==> src/rtl/lockstep_cmp_pkg.sv <==
// Shared constants, first-failure capture record and the voting helper for lockstep_cmp.
package lockstep_cmp_pkg;

  localparam int unsigned MAX_LANES  = 4;
  localparam int unsigned MAX_DELAY  = 7;
  localparam int unsigned MAX_WIDTH  = 64;
  localparam int unsigned MAX_CNT_W  = 32;
  localparam int unsigned LANE_IDX_W = 2;

  // First-failure record; fields are sized for the largest supported configuration
  // and the top truncates them to its own WIDTH / CNT_W.
  typedef struct packed {
    logic [LANE_IDX_W-1:0] lane;
    logic [MAX_WIDTH-1:0]  diff;
    logic [MAX_CNT_W-1:0]  cycle;
  } first_cap_t;

  // Majority of the included bits; an even split resolves to the tie value.
  function automatic logic majority(input logic [MAX_LANES-1:0] bits,
                                    input logic [MAX_LANES-1:0] incl,
                                    input logic                 tie);
    int unsigned ones;
    int unsigned cnt;
    ones = 0;
    cnt  = 0;
    for (int unsigned i = 0; i < MAX_LANES; i++) begin
      if (incl[i]) begin
        cnt = cnt + 1;
        if (bits[i]) ones = ones + 1;
      end
    end
    if (2 * ones > cnt)      return 1'b1;
    else if (2 * ones < cnt) return 1'b0;
    else                     return tie;
  endfunction

endpackage

==> src/rtl/lockstep_cmp_delay.sv <==
// Reference-lane delay line: DEPTH-stage shift register, pure wire when DEPTH is 0.
module lockstep_cmp_delay #(
  parameter int unsigned W     = 33,
  parameter int unsigned DEPTH = 0
) (
  input  logic         clk_i,
  input  logic         rst_ni,
  input  logic [W-1:0] d_i,
  output logic [W-1:0] q_o
);

  if (DEPTH == 0) begin : g_wire
    logic unused_clk;
    assign unused_clk = clk_i ^ rst_ni;
    assign q_o        = d_i;
  end else begin : g_shift
    logic [W-1:0] stage_q [DEPTH];

    // Shift the reference sample one stage per cycle; all stages clear on reset.
    always_ff @(posedge clk_i or negedge rst_ni) begin
      if (!rst_ni) begin
        for (int unsigned i = 0; i < DEPTH; i++) stage_q[i] <= '0;
      end else begin
        stage_q[0] <= d_i;
        for (int unsigned i = 1; i < DEPTH; i++) stage_q[i] <= stage_q[i-1];
      end
    end

    assign q_o = stage_q[DEPTH-1];
  end

endmodule

==> src/rtl/lockstep_cmp.sv <==
// Lockstep checker: compares a delayed reference lane against N-1 staggered copies.
// Optional majority voter enabled by defining LOCKSTEP_CMP_VOTE_EN.
module lockstep_cmp
  import lockstep_cmp_pkg::*;
#(
  parameter int unsigned WIDTH     = 32,
  parameter int unsigned NUM_LANES = 2,
  parameter int unsigned DELAY     = 0,
  parameter int unsigned CNT_W     = 16
) (
  input  logic                       clk_i,
  input  logic                       rst_ni,
  input  logic                       en_i,
  input  logic                       clear_i,
  input  logic [WIDTH-1:0]           mask_i,
  input  logic [NUM_LANES-1:0]       lane_valid_i,
  input  logic [NUM_LANES*WIDTH-1:0] lane_data_i,
  output logic                       armed_o,
  output logic                       mismatch_o,
  output logic [NUM_LANES-2:0]       mis_lanes_o,
  output logic                       sticky_o,
  output logic [CNT_W-1:0]           err_cnt_o,
  output logic [1:0]                 first_lane_o,
  output logic [WIDTH-1:0]           first_diff_o,
  output logic [CNT_W-1:0]           first_cycle_o
`ifdef LOCKSTEP_CMP_VOTE_EN
  ,
  output logic [WIDTH-1:0]           voted_o,
  output logic                       voted_valid_o
`endif
);

  localparam int unsigned ARM_W      = 4;
  localparam logic [ARM_W-1:0] ARM_TARGET = ARM_W'(DELAY + 1);

  // Reference lane after alignment
  logic [WIDTH-1:0] ref_data_dly;
  logic             ref_valid_dly;

  // Arming
  logic [ARM_W-1:0] arm_cnt_q, arm_cnt_d;
  logic             armed_q, armed_d;

  // Compare results
  logic [WIDTH-1:0]     diff_c [NUM_LANES-1];
  logic [NUM_LANES-2:0] vld_both_c;
  logic [NUM_LANES-2:0] mis_c;
  logic                 any_mis_c;
  logic [LANE_IDX_W-1:0] sel_lane_c;
  logic [WIDTH-1:0]     sel_diff_c;
  logic                 sel_found_c;

  // Status and capture
  logic                 mismatch_q;
  logic [NUM_LANES-2:0] mis_lanes_q;
  logic                 sticky_q, sticky_d;
  logic [CNT_W-1:0]     err_q, err_d;
  logic [CNT_W-1:0]     cyc_q, cyc_d;
  first_cap_t           first_q, first_d;
  logic                 unused_cap;

  lockstep_cmp_delay #(
    .W     (WIDTH + 1),
    .DEPTH (DELAY)
  ) u_ref_dly (
    .clk_i  (clk_i),
    .rst_ni (rst_ni),
    .d_i    ({lane_valid_i[0], lane_data_i[WIDTH-1:0]}),
    .q_o    ({ref_valid_dly, ref_data_dly})
  );

  // Arm after DELAY+1 consecutive enabled cycles so the delay line holds live data.
  always_comb begin
    arm_cnt_d = '0;
    armed_d   = 1'b0;
    if (en_i) begin
      arm_cnt_d = (arm_cnt_q == ARM_TARGET) ? arm_cnt_q : arm_cnt_q + ARM_W'(1);
      armed_d   = (arm_cnt_d == ARM_TARGET);
    end
  end

  // Per-lane masked compare against the aligned reference.
  always_comb begin
    for (int unsigned k = 1; k < NUM_LANES; k++) begin
      diff_c[k-1]     = (ref_data_dly ^ lane_data_i[k*WIDTH +: WIDTH]) & ~mask_i;
      vld_both_c[k-1] = ref_valid_dly & lane_valid_i[k];
      mis_c[k-1]      = armed_q & ((ref_valid_dly != lane_valid_i[k]) |
                                   (vld_both_c[k-1] & (|diff_c[k-1])));
    end
  end

  assign any_mis_c = |mis_c;

  // Lowest mismatching lane and its difference; a valid-only mismatch reports no diff bits.
  always_comb begin
    sel_found_c = 1'b0;
    sel_lane_c  = '0;
    sel_diff_c  = '0;
    for (int unsigned k = 1; k < NUM_LANES; k++) begin
      if (mis_c[k-1] && !sel_found_c) begin
        sel_found_c = 1'b1;
        sel_lane_c  = LANE_IDX_W'(k);
        sel_diff_c  = vld_both_c[k-1] ? diff_c[k-1] : '0;
      end
    end
  end

  // Cycle counter, sticky flag, saturating error count and first-failure capture.
  always_comb begin
    cyc_d    = '0;
    sticky_d = sticky_q;
    err_d    = err_q;
    first_d  = first_q;
    if (armed_q) begin
      cyc_d = (cyc_q == '1) ? cyc_q : cyc_q + CNT_W'(1);
    end
    if (clear_i) begin
      sticky_d = 1'b0;
      err_d    = '0;
      first_d  = '0;
    end else if (any_mis_c) begin
      sticky_d = 1'b1;
      if (err_q != '1) err_d = err_q + CNT_W'(1);
      if (!sticky_q) begin
        first_d.lane  = sel_lane_c;
        first_d.diff  = MAX_WIDTH'(sel_diff_c);
        first_d.cycle = MAX_CNT_W'(cyc_q);
      end
    end
  end

  // State registers.
  always_ff @(posedge clk_i or negedge rst_ni) begin
    if (!rst_ni) begin
      arm_cnt_q   <= '0;
      armed_q     <= 1'b0;
      mismatch_q  <= 1'b0;
      mis_lanes_q <= '0;
      sticky_q    <= 1'b0;
      err_q       <= '0;
      cyc_q       <= '0;
      first_q     <= '0;
    end else begin
      arm_cnt_q   <= arm_cnt_d;
      armed_q     <= armed_d;
      mismatch_q  <= any_mis_c;
      mis_lanes_q <= mis_c;
      sticky_q    <= sticky_d;
      err_q       <= err_d;
      cyc_q       <= cyc_d;
      first_q     <= first_d;
    end
  end

  assign unused_cap    = ^first_q;
  assign armed_o       = armed_q;
  assign mismatch_o    = mismatch_q;
  assign mis_lanes_o   = mis_lanes_q;
  assign sticky_o      = sticky_q;
  assign err_cnt_o     = err_q;
  assign first_lane_o  = first_q.lane;
  assign first_diff_o  = first_q.diff[WIDTH-1:0];
  assign first_cycle_o = first_q.cycle[CNT_W-1:0];

`ifdef LOCKSTEP_CMP_VOTE_EN
  localparam logic [MAX_LANES-1:0] LANE_PRESENT = MAX_LANES'((1 << NUM_LANES) - 1);

  logic [MAX_LANES-1:0] vote_vld_c;
  logic [MAX_LANES-1:0] vote_bits_c;
  logic [WIDTH-1:0]     voted_d;
  logic                 voted_valid_d;
  logic [WIDTH-1:0]     voted_q;
  logic                 voted_valid_q;

  // Bitwise majority over valid lanes; even splits follow the aligned reference.
  always_comb begin
    vote_vld_c  = '0;
    vote_bits_c = '0;
    voted_d     = '0;
    for (int unsigned k = 0; k < NUM_LANES; k++) begin
      vote_vld_c[k] = (k == 0) ? ref_valid_dly : lane_valid_i[k];
    end
    voted_valid_d = majority(vote_vld_c, LANE_PRESENT, ref_valid_dly);
    for (int unsigned b = 0; b < WIDTH; b++) begin
      vote_bits_c = '0;
      for (int unsigned k = 0; k < NUM_LANES; k++) begin
        vote_bits_c[k] = (k == 0) ? ref_data_dly[b] : lane_data_i[k*WIDTH + b];
      end
      voted_d[b] = majority(vote_bits_c, vote_vld_c, ref_data_dly[b]);
    end
  end

  // Voter output registers.
  always_ff @(posedge clk_i or negedge rst_ni) begin
    if (!rst_ni) begin
      voted_q       <= '0;
      voted_valid_q <= 1'b0;
    end else begin
      voted_q       <= voted_d;
      voted_valid_q <= voted_valid_d;
    end
  end

  assign voted_o       = voted_q;
  assign voted_valid_o = voted_valid_q;
`endif

endmodule

==> config.mk <==
export PLATFORM = sky130hd
export DESIGN_NAME = lockstep_cmp
export DESIGN_NICKNAME = d
export VERILOG_FILES = /design/src/rtl/lockstep_cmp_pkg.sv /design/src/rtl/lockstep_cmp_delay.sv /design/src/rtl/lockstep_cmp.sv
export SDC_FILE = /design/constraint.sdc
export NUM_CORES = 1
export LEC_CHECK = 0
export CAP_MARGIN = 20
export CORE_ASPECT_RATIO = 1.75
export CORE_UTILIZATION = 48
export CTS_CLUSTER_SIZE = 12
export DETAILED_ROUTE_END_ITERATION = 7
export PLACE_DENSITY = 0.95
export SLEW_MARGIN = 20
export SYNTH_ARGS = -nofsm -noshare
export SYNTH_HDL_FRONTEND = slang
export SYNTH_SLANG_ARGS = --single-unit
==> constraint.sdc <==
create_clock -name clk_i -period 3.15 [get_ports clk_i]
set_input_delay 0.63 -clock clk_i [delete_from_list [all_inputs] [get_ports clk_i]]
set_output_delay 0.63 -clock clk_i [all_outputs]
set_load 0.03 [all_outputs]
# Yosys cells after proc, flatten, opt, wreduce, memory -nomap -nowiden
# Index checks and enable logic that the tools add are counted.
# word_totals
regBits	89
word_cells	45
in_bits	102
output_inout_bits	70
# classes
muxes	14
n_eq_ne	7
bitwise	7
n_addsub	3
reduce_logical	5
# ops
op	count
$mux 98	3
$mux 16	5
$add 16x1->16 const B	2
$and 32x32->32	1
$mux 32	1
$not 32->32	1
$reduce_or 32->1	1
$xor 32x32->32	1
$eq 16x16->1 const B	1
$ne 16x16->1 const B	1
$eq 4x1->1 const B	2
$mux 4	2
$add 4x1->4 const B	1
$ne 2x2->1 const B	2
$reduce_and 2->1	2
$reduce_bool 2->1	2
$and 1x1->1	3
$mux 1	3
$ne 1x1->1	1
$or 1x1->1	1

# Longest topological paths before layout
# logic_depth
ltp_word	8
ltp_mapped	11
mapped_depth_nobuf	7

# Modules after synthesis
# From an unflattened synthesis, not the netlist that was laid out.
# unflattened
hier_cells	479
area_unflattened_um2	4848.4
# modules_own_cells
module	area_each_um2	seq_area_each_um2	n_inst	cells_each
lockstep_cmp	4600.7	2202.1	1	446
lockstep_cmp_delay	247.7	0.0	1	33

# Worst setup path before layout
# Ideal clock, no wire load.
# synth_path
kind	in2reg
startpoint	input lane_data_i[36]
endpoint	register first_q, in the netlist first_diff_o[12]
t_required_ns	3.022
arrival_ns	3.014
path_slack_ns	0.009
setup_time_ns	0.128
n_path_buf	3
path_stages	10
path_cell_list	xnor2_1 > a2bb2o_1 > or4b_1 > o41a_1 > o21ai_2 > buf_6 > and2b_1 > buf_4 > buf_6 > mux2_1
# synth_between
elab_chain_len	8
# synth_lines
item	line	rtl
start: declaration	lockstep_cmp.sv:17	input logic [NUM_LANES*WIDTH-1:0] lane_data_i,
$xor 32x32->32	lockstep_cmp.sv:85	diff_c[k-1] = (ref_data_dly ^ lane_data_i[k*WIDTH +: WIDTH]) & ~mask_i;
$and 32x32->32	lockstep_cmp.sv:85	
$reduce_or 32->1	lockstep_cmp.sv:88	(vld_both_c[k-1] & (|diff_c[k-1])));
$and 1x1->1	lockstep_cmp.sv:88	
$or 1x1->1	lockstep_cmp.sv:87	mis_c[k-1] = armed_q & ((ref_valid_dly != lane_valid_i[k]) |
$and 1x1->1	lockstep_cmp.sv:87	
$reduce_bool 2->1 (no source line)	--	
$reduce_and 2->1 (no source line)	--	
end signal: assignment	lockstep_cmp.sv:151	first_q <= first_d;
end: declaration	lockstep_cmp.sv:59	first_cap_t first_q, first_d;
# Every way passes these cells.
# A chain may end at the register's enable or synchronous reset.

# Worst setup path after layout
# layout_path
startpoint	input lane_data_i[49]
endpoint	register err_q[8] (netlist: err_cnt_o[8])
# layout_between
elab_chain_len	8
# layout_lines
item	line	rtl
$xor 32x32->32	lockstep_cmp.sv:85	
$and 32x32->32	lockstep_cmp.sv:85	
$reduce_or 32->1	lockstep_cmp.sv:88	
$and 1x1->1	lockstep_cmp.sv:88	
$or 1x1->1	lockstep_cmp.sv:87	
$and 1x1->1	lockstep_cmp.sv:87	
$reduce_bool 2->1 (no source line)	--	
$reduce_and 2->1 (no source line)	--	
end signal: assignment	lockstep_cmp.sv:149	err_q <= err_d;
end: declaration	lockstep_cmp.sv:57	logic [CNT_W-1:0] err_q, err_d;
# Every way passes these cells.

==> flow_metrics.env <==
export IMPL_period_share_pct=98.15
export IMPL_drv_slew=0
export IMPL_nNetsFinal=744
export IMPL_fin_worst_skew_ns=0.007093
export IMPL_cp_start_kind="input port"
export IMPL_clockRootBuffer="clkbuf_16"
export IMPL_hold_violations=0
export IMPL_ant_nets=0
export IMPL_rows=47
export IMPL_final_common_cell="clkdlybuf4s50_1"
export IMPL_power_density_mw_per_mm2=438.9
export IMPL_synth_seq_cells=88
export IMPL_clk_path_buf_depth=2
export IMPL_grt_first_pass_wirelength_um=21570
export IMPL_die_area_mm2=0.01013
export IMPL_synth_main_ff_cell="dfrtp_1"
export IMPL_dp_slack_ns=-0.3422
export IMPL_n_fill_cell=596
export IMPL_vdd_drop_max_v=0.0004549
export IMPL_syn_num_nets=553
export IMPL_fmax_ghz=0.3235
export IMPL_layout_common_cells="clkdlybuf4s50_1, dfrtp_1, nor2_1, nand2_1, xor2_1"
export IMPL_die_h_um=132.4
export IMPL_hold_path_class="in -> async"
export IMPL_first_global_vias=4370
export IMPL_drc=0
export IMPL_cts_hold_repair_buffers=0
export IMPL_maxCapViolCount=0
export IMPL_crit_fanout=7
export IMPL_fin_ws_ns=0.05838
export IMPL_hpwl_um=9913
export IMPL_clk_pin_slew_ns=0.07
export IMPL_portBuffers=170
export IMPL_die_w_um=76.52
export IMPL_core_area_mm2=0.009468
export IMPL_rsz0062_at_grt="yes"
export IMPL_grt_max_degree=89
export IMPL_max_stage_delay_ns=0.52
export IMPL_critPathRequiredTime_ns=3.36
export IMPL_drive_gt1_share_pct=12.77
export IMPL_cts_tree="built"
export IMPL_leakage_nw=3.190
export IMPL_ios=172
export IMPL_finalCriticalPeriod_ns=3.092
export IMPL_cts_sink_count=88
export IMPL_utilization_pct=74.47
export IMPL_vias_per_cell=5.534
export IMPL_htreeDepth=3
export IMPL_criticalPathCategory="in -> reg"
export IMPL_seqCellArea_mm2=0.002202
export IMPL_overflow=0
export IMPL_initial_utilization_pct=49.27
export IMPL_gp_congestion=0.8244
export IMPL_cp_slowest_cell="or4b_4"
export IMPL_worstPathBufferInverterCount=3
export IMPL_relSlewSlack_pct=46.34
export IMPL_yosysUniqueCellTypes=50
export IMPL_tightest_slew_ns=0.8048
export IMPL_wl_um=13420
export IMPL_initialDrtViolationCount=172
export IMPL_finalSetupTns_ns=0
export IMPL_yosys_warnings=0
export IMPL_syn_inst=446
export IMPL_multi_input_area_mm2=0.002251
export IMPL_grt_usage_pct=27.22
export IMPL_worstPathCellList="clkdlybuf4s50_1, xor2_1, a2bb2o_2, or4b_4, o41a_1, buf_4, o21ai_4, clkbuf_16, or4_1, a21oi_1"
export IMPL_vias=4228
export IMPL_antennaDiodeCount=0
export IMPL_yosysSeqAreaShare_pct=47.21
export IMPL_cts_buffers=9
export IMPL_wire_per_inst_um=17.56
export IMPL_status="complete, no violations"
export IMPL_syn_area_per_cell_um2=10.46
export IMPL_endpoint_kind="register"
export IMPL_grt_antenna_before_repair=0
export IMPL_dr_pass1_iters=4
export IMPL_synthToLayoutAreaGrowth_pct=51.15
export IMPL_crit_arrival_ns=3.30
export IMPL_clock_latency_ns=0.34
export IMPL_synth_area_mm2=0.004664
export IMPL_synthArstFlopShare_pct=100.0
export IMPL_hold_worst_slack_ns=0.3294
export IMPL_synth_edff_count=0
export IMPL_finalSetupViolations=0
export IMPL_critical_path_top_delay_family="compound AO/OA/AOI/OAI gates"
## layout make-up
cell class / instances / share of cell area, %
Clock buffer: 9 / 3.194
Clock inverter: 7 / 0.9228
Inverter: 32 / 1.704
Multi-Input combinational cell: 307 / 31.93
Sequential cell: 88 / 31.23
Tap cell: 122 / 2.165
Timing Repair Buffer: 199 / 28.86
## worst reg2reg max path, delay by kind of cell (launching register included)
kind	cells	cell delay [ns]
DFF	1	0.47
AOI/OAI and AO/OA	3	0.51
and+or+nand+nor	4	1.15
buffers and inverters	1	0.18
## routing by layer
metal,track usage (%),vias to the layer above,share of wire (%),routed length (um)
li1,-,1947,-,-
met1,28.52,2040,36,4771
met2,49.45,194,54,7238
met3,6.090,47,6.0,805
met4,15.17,0,4.5,600
met5,0,-,0,0
## cell usage after synthesis, types with 3 or more instances
| cell | instances | share of area (%) |
|---|---|---|
| nor2_1 | 38 | 3.1 |
| mux2i_1 | 18 | 3.9 |
| o2bb2ai_1 | 7 | 1.3 |
| nand3_1 | 11 | 1.2 |
| a22oi_1 | 7 | 1.1 |
| nand4_1 | 8 | 1.1 |
| dfrtp_1 | 88 | 47 |
| or3_1 | 7 | 0.94 |
| mux2_1 | 3 | 0.72 |
| o2bb2ai_2 | 20 | 6.4 |
| xnor2_1 | 12 | 2.3 |
| and3_1 | 4 | 0.54 |
| buf_4 | 6 | 0.97 |
| or4_1 | 9 | 1.4 |
| nand2_1 | 38 | 3.1 |
| buf_2 | 3 | 0.32 |
| xor2_1 | 34 | 6.4 |
| o21ai_0 | 9 | 0.97 |
| inv_1 | 32 | 2.6 |
| nor3_1 | 9 | 0.97 |
| mux2_2 | 4 | 0.97 |
| clkbuf_1 | 6 | 0.48 |
| ha_1 | 5 | 1.3 |
| a2bb2o_1 | 4 | 0.86 |
| and2_1 | 5 | 0.67 |
| a21oi_1 | 17 | 1.8 |
| nor2b_1 | 4 | 0.54 |
| o31ai_1 | 8 | 1.3 |
## metrics by stage
step | cell area (um2) | std cells | power [mW]
6_report | 7051 | 764 | 3.094
5_1_grt | 7051 | 764 | 3.233
3_5_place_dp | 6631 | 744 | 2.031
3_3_place_gp | 6631 | 744 | 1.998
4_1_cts | 6922 | 760 | 3.059
2_1_floorplan | 4664 | 446 | 1.677
## registers in the layout, summed over array words and instances (netlist names)
signal	count
sticky_o	1
err_cnt_o	16
cyc_q	16
first_lane_o	1
mis_lanes_o	1
first_cycle_o	16
first_diff_o	32
armed_o	1
arm_cnt_q	4
## logic make-up (layout without fill, tap and decap cells)
logic type | count (synthesis) | count (layout) | share of synthesized area (%)
other | 1 | 1 | 0.08039
adder cells (fa/ha/maj) | 5 | 5 | 1.341
flip-flops | 88 | 88 | 47.21
AO/OA/AOI/OAI | 87 | 87 | 16.58
buffers and inverters | 51 | 247 | 5.472
multiplexers | 25 | 25 | 5.552
XOR/XNOR | 46 | 46 | 8.637
AND/OR/NAND/NOR | 143 | 143 | 15.13
## repair_timing
item                       in CTS  in global routing
hold endpoints to repair        0                  0
resized for setup               0                 14
setup endpoints to repair       5                 61
buffers inserted                0                  1
pin swaps                       2                  5
gates cloned                    0                  3
## worst paths after layout
kind	from	end	slack [ns]	cells past startpoint
max	lane_data_i[49]	err_cnt_o[8]$_DFFE_PN0P_	0.06	10
min	rst_ni	err_cnt_o[5]$_DFFE_PN0P_	0.33	1
max reg2reg	err_cnt_o[7]$_DFFE_PN0P_	err_cnt_o[13]$_DFFE_PN0P_	0.74	8
min reg2reg	first_diff_o[14]$_DFFE_PN0P_	first_diff_o[14]$_DFFE_PN0P_	0.49	1
max in group asynchronous	rst_ni	cyc_q[7]$_DFFE_PN0P_	2.25	1
min in group clk_i	first_diff_o[14]$_DFFE_PN0P_	first_diff_o[14]$_DFFE_PN0P_	0.49	1
## power by group
group / switching (mW) / internal [mW] / leakage [nW]
sequential: 0.0617 / 1.18 / 1.22
clock: 0.468 / 0.552 / 0.140
combinational: 0.411 / 0.424 / 1.83
Note: power is estimated with default switching activity, not from simulation.
